**src/rtl/cwmac_pkg.sv**
```systemverilog
// Shared types and the NH lane primitive for the Carter-Wegman MAC engine.
package cwmac_pkg;

    localparam int unsigned NH_LANE_W = 64;
    localparam int unsigned PAD_W     = 128;

    typedef enum logic [1:0] {
        IDLE     = 2'd0,
        HASH     = 2'd1,
        WAIT_PAD = 2'd2,
        OUT      = 2'd3
    } state_e;

    // One NH lane: two 32-bit word+key sums (wrapping), multiplied to 64 bits.
    function automatic logic [63:0] nh_lane(input logic [63:0] m, input logic [63:0] k);
        logic [31:0] lo;
        logic [31:0] hi;
        lo = m[31:0] + k[31:0];
        hi = m[63:32] + k[63:32];
        return 64'(lo) * 64'(hi);
    endfunction

endpackage

```
**src/rtl/cwmac_nh_acc.sv**
```systemverilog
// Iterative NH accumulator: one 64-bit lane per step, lane counter and 64-bit sum.
module cwmac_nh_acc
    import cwmac_pkg::*;
#(
    parameter int unsigned MSG_W = 512
) (
    input  logic             clock,
    input  logic             reset,
    input  logic             start,
    input  logic             step,
    input  logic [MSG_W-1:0] msg,
    input  logic [MSG_W-1:0] key,
    output logic [63:0]      acc,
    output logic [63:0]      acc_next_c,
    output logic             done_c
);

    localparam int unsigned N     = MSG_W / NH_LANE_W;
    localparam int unsigned CNT_W = (N > 1) ? $clog2(N) : 1;

    logic [CNT_W-1:0]                lane;
    logic [N-1:0][NH_LANE_W-1:0]     msg_lanes;
    logic [N-1:0][NH_LANE_W-1:0]     key_lanes;

    assign msg_lanes  = msg;
    assign key_lanes  = key;
    assign acc_next_c = acc + nh_lane(msg_lanes[lane], key_lanes[lane]);
    assign done_c     = step && (lane == CNT_W'(N - 1));

    always_ff @(posedge clock or negedge reset) begin
        if (!reset) begin
            acc  <= '0;
            lane <= '0;
        end else if (start) begin
            acc  <= '0;
            lane <= '0;
        end else if (step) begin
            acc  <= acc_next_c;
            lane <= lane + CNT_W'(1);
        end
    end

endmodule

```
**src/rtl/cw_mac_engine.sv**
```systemverilog
// Carter-Wegman MAC: iterative NH hash plus a cipher-supplied one-time pad,
// with ready/valid on request, pad and tag sides and an optional tag compare.
module cw_mac_engine
    import cwmac_pkg::*;
#(
    parameter int unsigned MSG_W   = 512,
    parameter int unsigned TAG_W   = 56,
    parameter int unsigned ADDR_W  = 26,
    parameter int unsigned NONCE_W = 56
) (
    input  logic                      clock,
    input  logic                      reset,
    input  logic                      io_source_valid,
    output logic                      io_source_ready,
    input  logic [ADDR_W-1:0]         io_source_bits_addr,
    input  logic [NONCE_W-1:0]        io_source_bits_nonce,
    input  logic [MSG_W-1:0]          io_source_bits_msg,
    input  logic                      io_source_bits_verify,
    input  logic [TAG_W-1:0]          io_source_bits_expTag,
    input  logic [MSG_W-1:0]          io_keyHash,
    output logic                      io_pad_req_valid,
    input  logic                      io_pad_req_ready,
    output logic [ADDR_W+NONCE_W-1:0] io_pad_req_bits,
    input  logic                      io_pad_resp_valid,
    input  logic [PAD_W-1:0]          io_pad_resp_bits,
    output logic                      io_tag_valid,
    input  logic                      io_tag_ready,
    output logic [TAG_W-1:0]          io_tag_bits,
    output logic                      io_tag_match
);

    state_e             state;
    state_e             state_next;
    logic               source_fire;
    logic               req_fire;
    logic               tag_fire;
    logic               pad_take_c;
    logic               pad_avail_c;
    logic               load_tag_c;
    logic               hash_start_c;
    logic               hash_step_c;
    logic               hash_done_c;
    logic               req_done;
    logic               pad_got;
    logic               verify_q;
    logic [TAG_W-1:0]   exp_tag_q;
    logic [MSG_W-1:0]   msg_q;
    logic [63:0]        pad_q;
    logic [63:0]        acc;
    logic [63:0]        acc_next_c;
    logic [63:0]        pad_val_c;
    logic [63:0]        tag_sum_c;
    logic [TAG_W-1:0]   tag_c;
    logic               unused_pad_hi;

    assign unused_pad_hi = ^io_pad_resp_bits[PAD_W-1:64];

    assign source_fire = io_source_valid && io_source_ready;
    assign req_fire    = io_pad_req_valid && io_pad_req_ready;
    assign tag_fire    = io_tag_valid && io_tag_ready;

    // Only the first response after our request is taken; anything earlier is spurious.
    assign pad_take_c  = io_pad_resp_valid && req_done && !pad_got &&
                         ((state == HASH) || (state == WAIT_PAD));
    assign pad_avail_c = pad_got || pad_take_c;
    assign pad_val_c   = pad_got ? pad_q : io_pad_resp_bits[63:0];

    // In HASH the final lane is still being summed, so use the combinational total.
    assign tag_sum_c   = ((state == HASH) ? acc_next_c : acc) + pad_val_c;
    assign tag_c       = tag_sum_c[TAG_W-1:0];

    cwmac_nh_acc #(
        .MSG_W (MSG_W)
    ) u_nh_acc (
        .clock      (clock),
        .reset      (reset),
        .start      (hash_start_c),
        .step       (hash_step_c),
        .msg        (msg_q),
        .key        (io_keyHash),
        .acc        (acc),
        .acc_next_c (acc_next_c),
        .done_c     (hash_done_c)
    );

    always_ff @(posedge clock or negedge reset) begin
        if (!reset) begin
            state <= IDLE;
        end else begin
            state <= state_next;
        end
    end

    always_comb begin
        state_next   = state;
        hash_start_c = 1'b0;
        hash_step_c  = 1'b0;
        load_tag_c   = 1'b0;
        case (state)
            IDLE: begin
                if (source_fire) begin
                    state_next   = HASH;
                    hash_start_c = 1'b1;
                end
            end
            HASH: begin
                hash_step_c = 1'b1;
                if (hash_done_c) begin
                    state_next = pad_avail_c ? OUT : WAIT_PAD;
                    load_tag_c = pad_avail_c;
                end
            end
            WAIT_PAD: begin
                if (pad_take_c) begin
                    state_next = OUT;
                    load_tag_c = 1'b1;
                end
            end
            OUT: begin
                if (io_tag_ready) begin
                    state_next = IDLE;
                end
            end
            default: state_next = IDLE;
        endcase
    end

    // Request latch, pad handshake bookkeeping and registered tag outputs.
    always_ff @(posedge clock or negedge reset) begin
        if (!reset) begin
            io_source_ready  <= 1'b1;
            io_pad_req_valid <= 1'b0;
            io_pad_req_bits  <= '0;
            io_tag_valid     <= 1'b0;
            io_tag_bits      <= '0;
            io_tag_match     <= 1'b0;
            req_done         <= 1'b0;
            pad_got          <= 1'b0;
            pad_q            <= '0;
            verify_q         <= 1'b0;
            exp_tag_q        <= '0;
            msg_q            <= '0;
        end else begin
            if (source_fire) begin
                io_source_ready  <= 1'b0;
                io_pad_req_valid <= 1'b1;
                io_pad_req_bits  <= {io_source_bits_addr, io_source_bits_nonce};
                msg_q            <= io_source_bits_msg;
                verify_q         <= io_source_bits_verify;
                exp_tag_q        <= io_source_bits_expTag;
                req_done         <= 1'b0;
                pad_got          <= 1'b0;
            end
            if (req_fire) begin
                io_pad_req_valid <= 1'b0;
                req_done         <= 1'b1;
            end
            if (pad_take_c) begin
                pad_q   <= io_pad_resp_bits[63:0];
                pad_got <= 1'b1;
            end
            if (load_tag_c) begin
                io_tag_valid <= 1'b1;
                io_tag_bits  <= tag_c;
                io_tag_match <= verify_q && (tag_c == exp_tag_q);
            end
            if (tag_fire) begin
                io_tag_valid    <= 1'b0;
                io_source_ready <= 1'b1;
            end
        end
    end

endmodule

```
**config.mk**
```make
export PLATFORM = sky130hd
export DESIGN_NAME = cw_mac_engine
export DESIGN_NICKNAME = d
export VERILOG_FILES = /design/src/rtl/cwmac_pkg.sv /design/src/rtl/cwmac_nh_acc.sv /design/src/rtl/cw_mac_engine.sv
export SDC_FILE = /design/constraint.sdc
export NUM_CORES = 2
export LEC_CHECK = 0
export CELL_PAD_IN_SITES_DETAIL_PLACEMENT = 0
export CELL_PAD_IN_SITES_GLOBAL_PLACEMENT = 1
export CORE_AREA = 2 2 558 560
export CTS_BUF_LIST = sky130_fd_sc_hd__clkbuf_8
export CTS_CLUSTER_SIZE = 14
export DETAILED_ROUTE_END_ITERATION = 8
export DIE_AREA = 0 0 560 562
export PLACE_DENSITY = 0.6
export REMOVE_ABC_BUFFERS = 1
export SLEW_MARGIN = 15
export SYNTH_ARGS = -nofsm -noshare
export SYNTH_HDL_FRONTEND = slang
export SYNTH_SLANG_ARGS = --single-unit
```
**constraint.sdc**
```tcl
create_clock -name clock -period 18.5 [get_ports clock]
set_clock_uncertainty 0.05 [all_clocks]
set_input_delay 2.775 -clock clock [delete_from_list [all_inputs] [get_ports clock]]
set_output_delay 2.775 -clock clock [all_outputs]
set_load 0.05 [all_outputs]
```
# [Yosys cells after proc, flatten, opt, wreduce, memory -nomap -nowiden]
# Cells that the tools add are included.
[word_totals] elab_cells=79 regBits=838
[classes] n_mul=1 n_eq_ne=9 n_reduce_logical=18 n_mux=30 n_lt_le_gt_ge=1 add_sub_neg=5
[op_table] cell="binary-select mux 64 bit (select 3 bit)" n=2
[op_table] cell="2-to-1 mux 64 bit" n=4
[op_table] cell="2-to-1 mux 56 bit" n=2
[op_table] cell="adder 32 bit" n=2
[op_table] cell="adder 64 bit" n=1
[op_table] cell="multiplier 32 x 32 -> 64 bit" n=1
[op_table] cell="adder 56 bit" n=1
[op_table] cell="== test 56 bit" n=1
[op_table] cell="2-to-1 mux 1 bit" n=14
[op_table] cell="nonzero test 2 bit" n=5
[op_table] cell="logical AND 1 bit" n=8
[op_table] cell="2-to-1 mux 2 bit" n=4
[op_table] cell="inequality test 2 bit, second input constant" n=4
[op_table] cell="case mux 2 bit (4 select lines)" n=1
[op_table] cell="2-to-1 mux 3 bit" n=2
[op_table] cell="== test 2 bit, second input constant" n=2
[op_table] cell="less-than comparator 3 x 4 -> 1 bit, second input constant" n=1
[op_table] cell="AND reduction 4 bit" n=1
[op_table] cell="adder 3 x 1 -> 3 bit, second input constant" n=1
[op_table] cell="== test 3 bit, second input constant" n=1
[op_table] cell="== test 2 x 1 -> 1 bit, second input constant" n=1
[op_table] cell="logical NOT 2 bit" n=1
[op_table] cell="logical OR 1 bit" n=2
[op_table] cell="case mux 1 bit (2 select lines)" n=1
[op_table] cell="logical NOT 1 bit" n=1

# [Logic depth before layout (Yosys ltp)]
[depth] depth_word=9 depth_mapped=65 ltp_nobuf=60

# [Modules after synthesis]
# Synthesis repeated with hierarchy kept, for this count alone.
[unflattened] hier_cells=7715 area_unflattened_um2=82616.7
[by_module_without_submodules] module="cwmac_nh_acc" seq_area_each_um2=1676.6 cells_per_inst=5208 n_inst=1 area_each_um2=48191.2
[by_module_without_submodules] module="cw_mac_engine" seq_area_each_um2=19294.8 cells_per_inst=2507 n_inst=1 area_each_um2=34425.5

# [Least setup slack after synthesis]
# No wires, ideal clock.
[synth_timing] kind="in2reg" startpoint="in io_keyHash[450]" endpoint="reg io_tag_match" path_buffers=2 path_slack_ns=2.541 setup_time_ns=0.104 t_arrival_ns=15.806 cell_stages=58 path_cell_list="mux4_2 mux2_2 ha_1 and3_1 a221o_1 o221ai_1 o21a_1 nor2_1 nor2_1 o21bai_1 a21oi_1 o21ai_0 a21oi_1 xor2_1 clkbuf_1 nor2_1 fa_1 inv_1 [22 not listed] xor2_1 mux2_2 ha_1 clkbuf_1 nand2_1 nor2_1 a221oi_1 o21ai_0 nand2_1 o21ai_2 a211o_1 o211a_1 nand3_1 nand3_1 a2111oi_0 nand3_1 or4_1 o41ai_2"
[synth_between] elab_chain_len=9
[synth_rtl] element="start, declared" line_no="cw_mac_engine.sv:20" text="input logic [MSG_W-1:0] io_keyHash,"
[synth_rtl] element="binary-select mux 64 bit (select 3 bit)" line_no="cwmac_nh_acc.sv:27" text="assign acc_next_c = acc + nh_lane(msg_lanes[lane], key_lanes[lane]);"
[synth_rtl] element="2-to-1 mux 64 bit (not written as such)" line_no="cwmac_nh_acc.sv:27"
[synth_rtl] element="adder 32 bit" line_no="cwmac_pkg.sv:18" text="lo = m[31:0] + k[31:0];"
[synth_rtl] element="multiplier 32 x 32 -> 64 bit" line_no="cwmac_pkg.sv:20" text="return 64'(lo) * 64'(hi);"
[synth_rtl] element="adder 64 bit" line_no="cwmac_nh_acc.sv:27"
[synth_rtl] element="2-to-1 mux 56 bit" line_no="cw_mac_engine.sv:69" text="assign tag_sum_c = ((state == HASH) ? acc_next_c : acc) + pad_val_c;"
[synth_rtl] element="adder 56 bit" line_no="cw_mac_engine.sv:69"
[synth_rtl] element="== test 56 bit" line_no="cw_mac_engine.sv:165" text="io_tag_match <= verify_q && (tag_c == exp_tag_q);"
[synth_rtl] element="logical AND 1 bit" line_no="cw_mac_engine.sv:165"
[synth_rtl] element="end signal, assigned" line_no="cw_mac_engine.sv:165"
[synth_rtl] element="end, declared" line_no="cw_mac_engine.sv:29" text="output logic io_tag_match"
# Every way passes these cells. The select of a mux whose other input is x is not followed.
# A chain may end at the register's enable or synchronous reset.

# [Final worst setup path]
[layout_timing] startpoint="in io_keyHash[192]" endpoint="reg io_tag_match"
# The elaborated chain is that of the path after synthesis.

==> results_dict.tcl <==
set metrics [dict create \
    antenna_found_initial 175 \
    netlist-cell-type-count 85 \
    io_pins 1439 \
    synth_seq_cells 830 \
    final-hold-violation-count 0 \
    final_antenna_net_count 0 \
    synth_top_area_cell "dfrtp_1" \
    crit_path_frequent_cell "fa_1" \
    cts_buffer_depth 4 \
    synth_flop_cell "dfrtp_1" \
    clk_latency_ns 0.99 \
    die_h_um 562 \
    grt_usage_pct 22.45 \
    ys_seq_area_share_pct 26.77 \
    crit_required_ns 19.31 \
    cp_max_fo 5 \
    period_share_pct 95.09 \
    root_buffer "clkbuf_8" \
    hold_buffers 0 \
    ctsResizeCount 0 \
    grt_setup_unrepaired "false" \
    dp_hpwl_um 298600 \
    relSlewSlack_pct 21.59 \
    post_cts_buffers 0 \
    port-buffer-count 1366 \
    cts_tree "built" \
    cp-end-kind "register" \
    rows 204 \
    hp-class "register to register" \
    finalMaxSlewViolations 0 \
    drt_pass1_iterations 5 \
    async_reset_ff_share_pct 100.0 \
    setup_viol 0 \
    clock.fmax_mhz 56.85 \
    multi_input_area_um2 51590 \
    place_congestion 0.9303 \
    cp.arrival_ns 18.40 \
    layout_common_cells "clkdlybuf4s50_1, inv_1, fa_1" \
    tightest_slew_ns 1.168 \
    cts_buffers 174 \
    netlist_instances 7160 \
    final_layout_size_suffix_gt1_share_pct 20.89 \
    grt_pass1_vias 66110 \
    dr.first_iter.drc_count 3903 \
    wl_per_cell_um 26.97 \
    slowest_delay_ns 0.59 \
    grt.overflow.total 0 \
    clk_pin_slew_worst_paths_ns 0.06 \
    drcViolationCount 0 \
    cap_violations 0 \
    worstSetupStartpointType "input port" \
    syn_area_um2 77600 \
    slowest_stage "fa_1" \
    synth_area_leaders "dfrtp_1, fa_1, mux2_2, mux4_2, ha_1" \
    die_x_um 560 \
    grt_pass1_wl_um 499800 \
    n_fill_cell 31630 \
    synth_top_area_share_pct 26.73 \
    grt_max_degree 156 \
    min_period_ns 17.59 \
    vias_per_cell 4.631 \
    cts.sink_count 830 \
    die_area_um2 314700 \
    core_area_um2 308300 \
    fin_nets 11310 \
    criticalPathCategory "input port to register" \
    status "complete, no violations" \
    ff_latch_area_um2 20780 \
    final_common_cell "clkdlybuf4s50_1" \
    initial_core_util_pct 25.17 \
    final.setup.tns_ns 0 \
    htree_num_levels 4 \
    synth.avg_cell_area_um2 10.84 \
    via_count 60840 \
    synth_enable_flop_cells 0 \
    ys.warnings.count 0 \
    wirelength_um 354400 \
    area_growth_pct 32.72 \
]
==> metal layers <==
layer  up-vias  global-route usage (%)  wire, um  share of wire, %
li1      26610                       -         -                 -
met1     31420                   26.14    135300                38
met2      2245                   39.95    179900                51
met3       533                   4.828     23070               6.5
met4        36                   8.896     15920               4.5
met5         -                       0       246             0.069
==> cells in the mapped netlist (all sizes together), types with 5 or more instances <==
cell	count
inv	1032
a21o	99
xor2	122
o31ai	7
mux4	254
o2111ai	5
mux2i	15
or2	8
a41oi	5
ha	323
clkbuf	334
a211o	7
nand2b	34
o21bai	26
and3	21
nor2	513
o21a	23
a31oi	18
a2111oi	5
nor2b	22
mux2	857
o221ai	6
nand3	45
fa	928
a21boi	10
o211ai	7
nor3	27
a221o	7
buf	49
a211oi	16
a221oi	6
nand2	853
xnor2	165
nor4	6
and2	86
dfrtp	829
nand4	28
a21oi	153
o31a	5
o21ai	147
==> worst max-delay path, delay by kind of cell <==
kind / cells / cell delay [ns]
muxes: 3 / 1.07
and+or+nand+nor: 14 / 2.39
buffers and inverters: 17 / 2.53
AOI/OAI and AO/OA: 18 / 4.06
adders and majority gates: 12 / 5.20
xor gates and xnor gates: 2 / 0.32
==> flip-flops by register name, summed over array words and instances, names as in the netlist <==
signal / cells
pad_q: 56
exp_tag_q: 56
io_pad_req_valid: 1
io_tag_valid: 1
verify_q: 1
u_nh_acc.lane: 3
io_tag_bits: 56
io_tag_match: 1
io_source_ready: 1
req_done: 1
io_pad_req_bits: 82
msg_q: 512
state: 2
u_nh_acc.acc: 56
pad_got: 1
==> per-stage QoR <==
step / utilization (%) / hold WS (ns) / cell area [um2] / std cells / setup slack (ns)
2_1_floorplan: - / 0.3901 / 76150 / 6777 / -4.910
3_3_place_gp: 32.14 / 0.4017 / 99090 / 12700 / -0.1661
3_5_place_dp: 32.14 / 0.4068 / 99090 / 12700 / -0.2282
4_1_cts: 33.29 / 0.4216 / 102700 / 13010 / 0.7585
5_1_grt: 33.38 / 0.4395 / 102900 / 13110 / 0.04062
6_report: 33.40 / 0.4181 / 103000 / 13140 / 0.9092
==> kinds of logic after synthesis <==
family,Yosys count,synth area share [%]
and+or+nand+nor,1664,8.962
DFF,830,26.77
muxes,1126,20.02
xor gates and xnor gates,288,3.268
buffers and inverters,1416,6.867
adders and majority gates,1251,29.15
AOI/OAI and AO/OA,585,4.968
==> worst paths after layout <==
check	start	endpoint	slack [ns]	depth (start not counted)
worst max-delay path	io_keyHash[192]	io_tag_match	0.91	66
worst min-delay path	pad_q[5]	pad_q[5]	0.42	2
worst max register to register	u_nh_acc.lane[0]	io_tag_match	1.65	64
worst min register to register	pad_q[5]	pad_q[5]	0.42	2
max in group asynchronous	reset	msg_q[376]	13.83	4
min in group asynchronous	reset	msg_q[192]	1.82	1
==> final cells by class <==
class                           count  share of cell area (%)
Sequential cell                   830                   20.18
Timing Repair Buffer             1807                   17.18
Clock inverter                     93                  0.6730
Antenna cell                      134                  0.3256
Inverter                         1033                   3.765
Clock buffer                      208                   2.780
Tap cell                         4120                   5.005
Multi-Input combinational cell   4914                   50.10
Power is left out: the tool's default activity adds up to more than one toggle a clock period on the data nets, which glitch-free logic cannot reach.
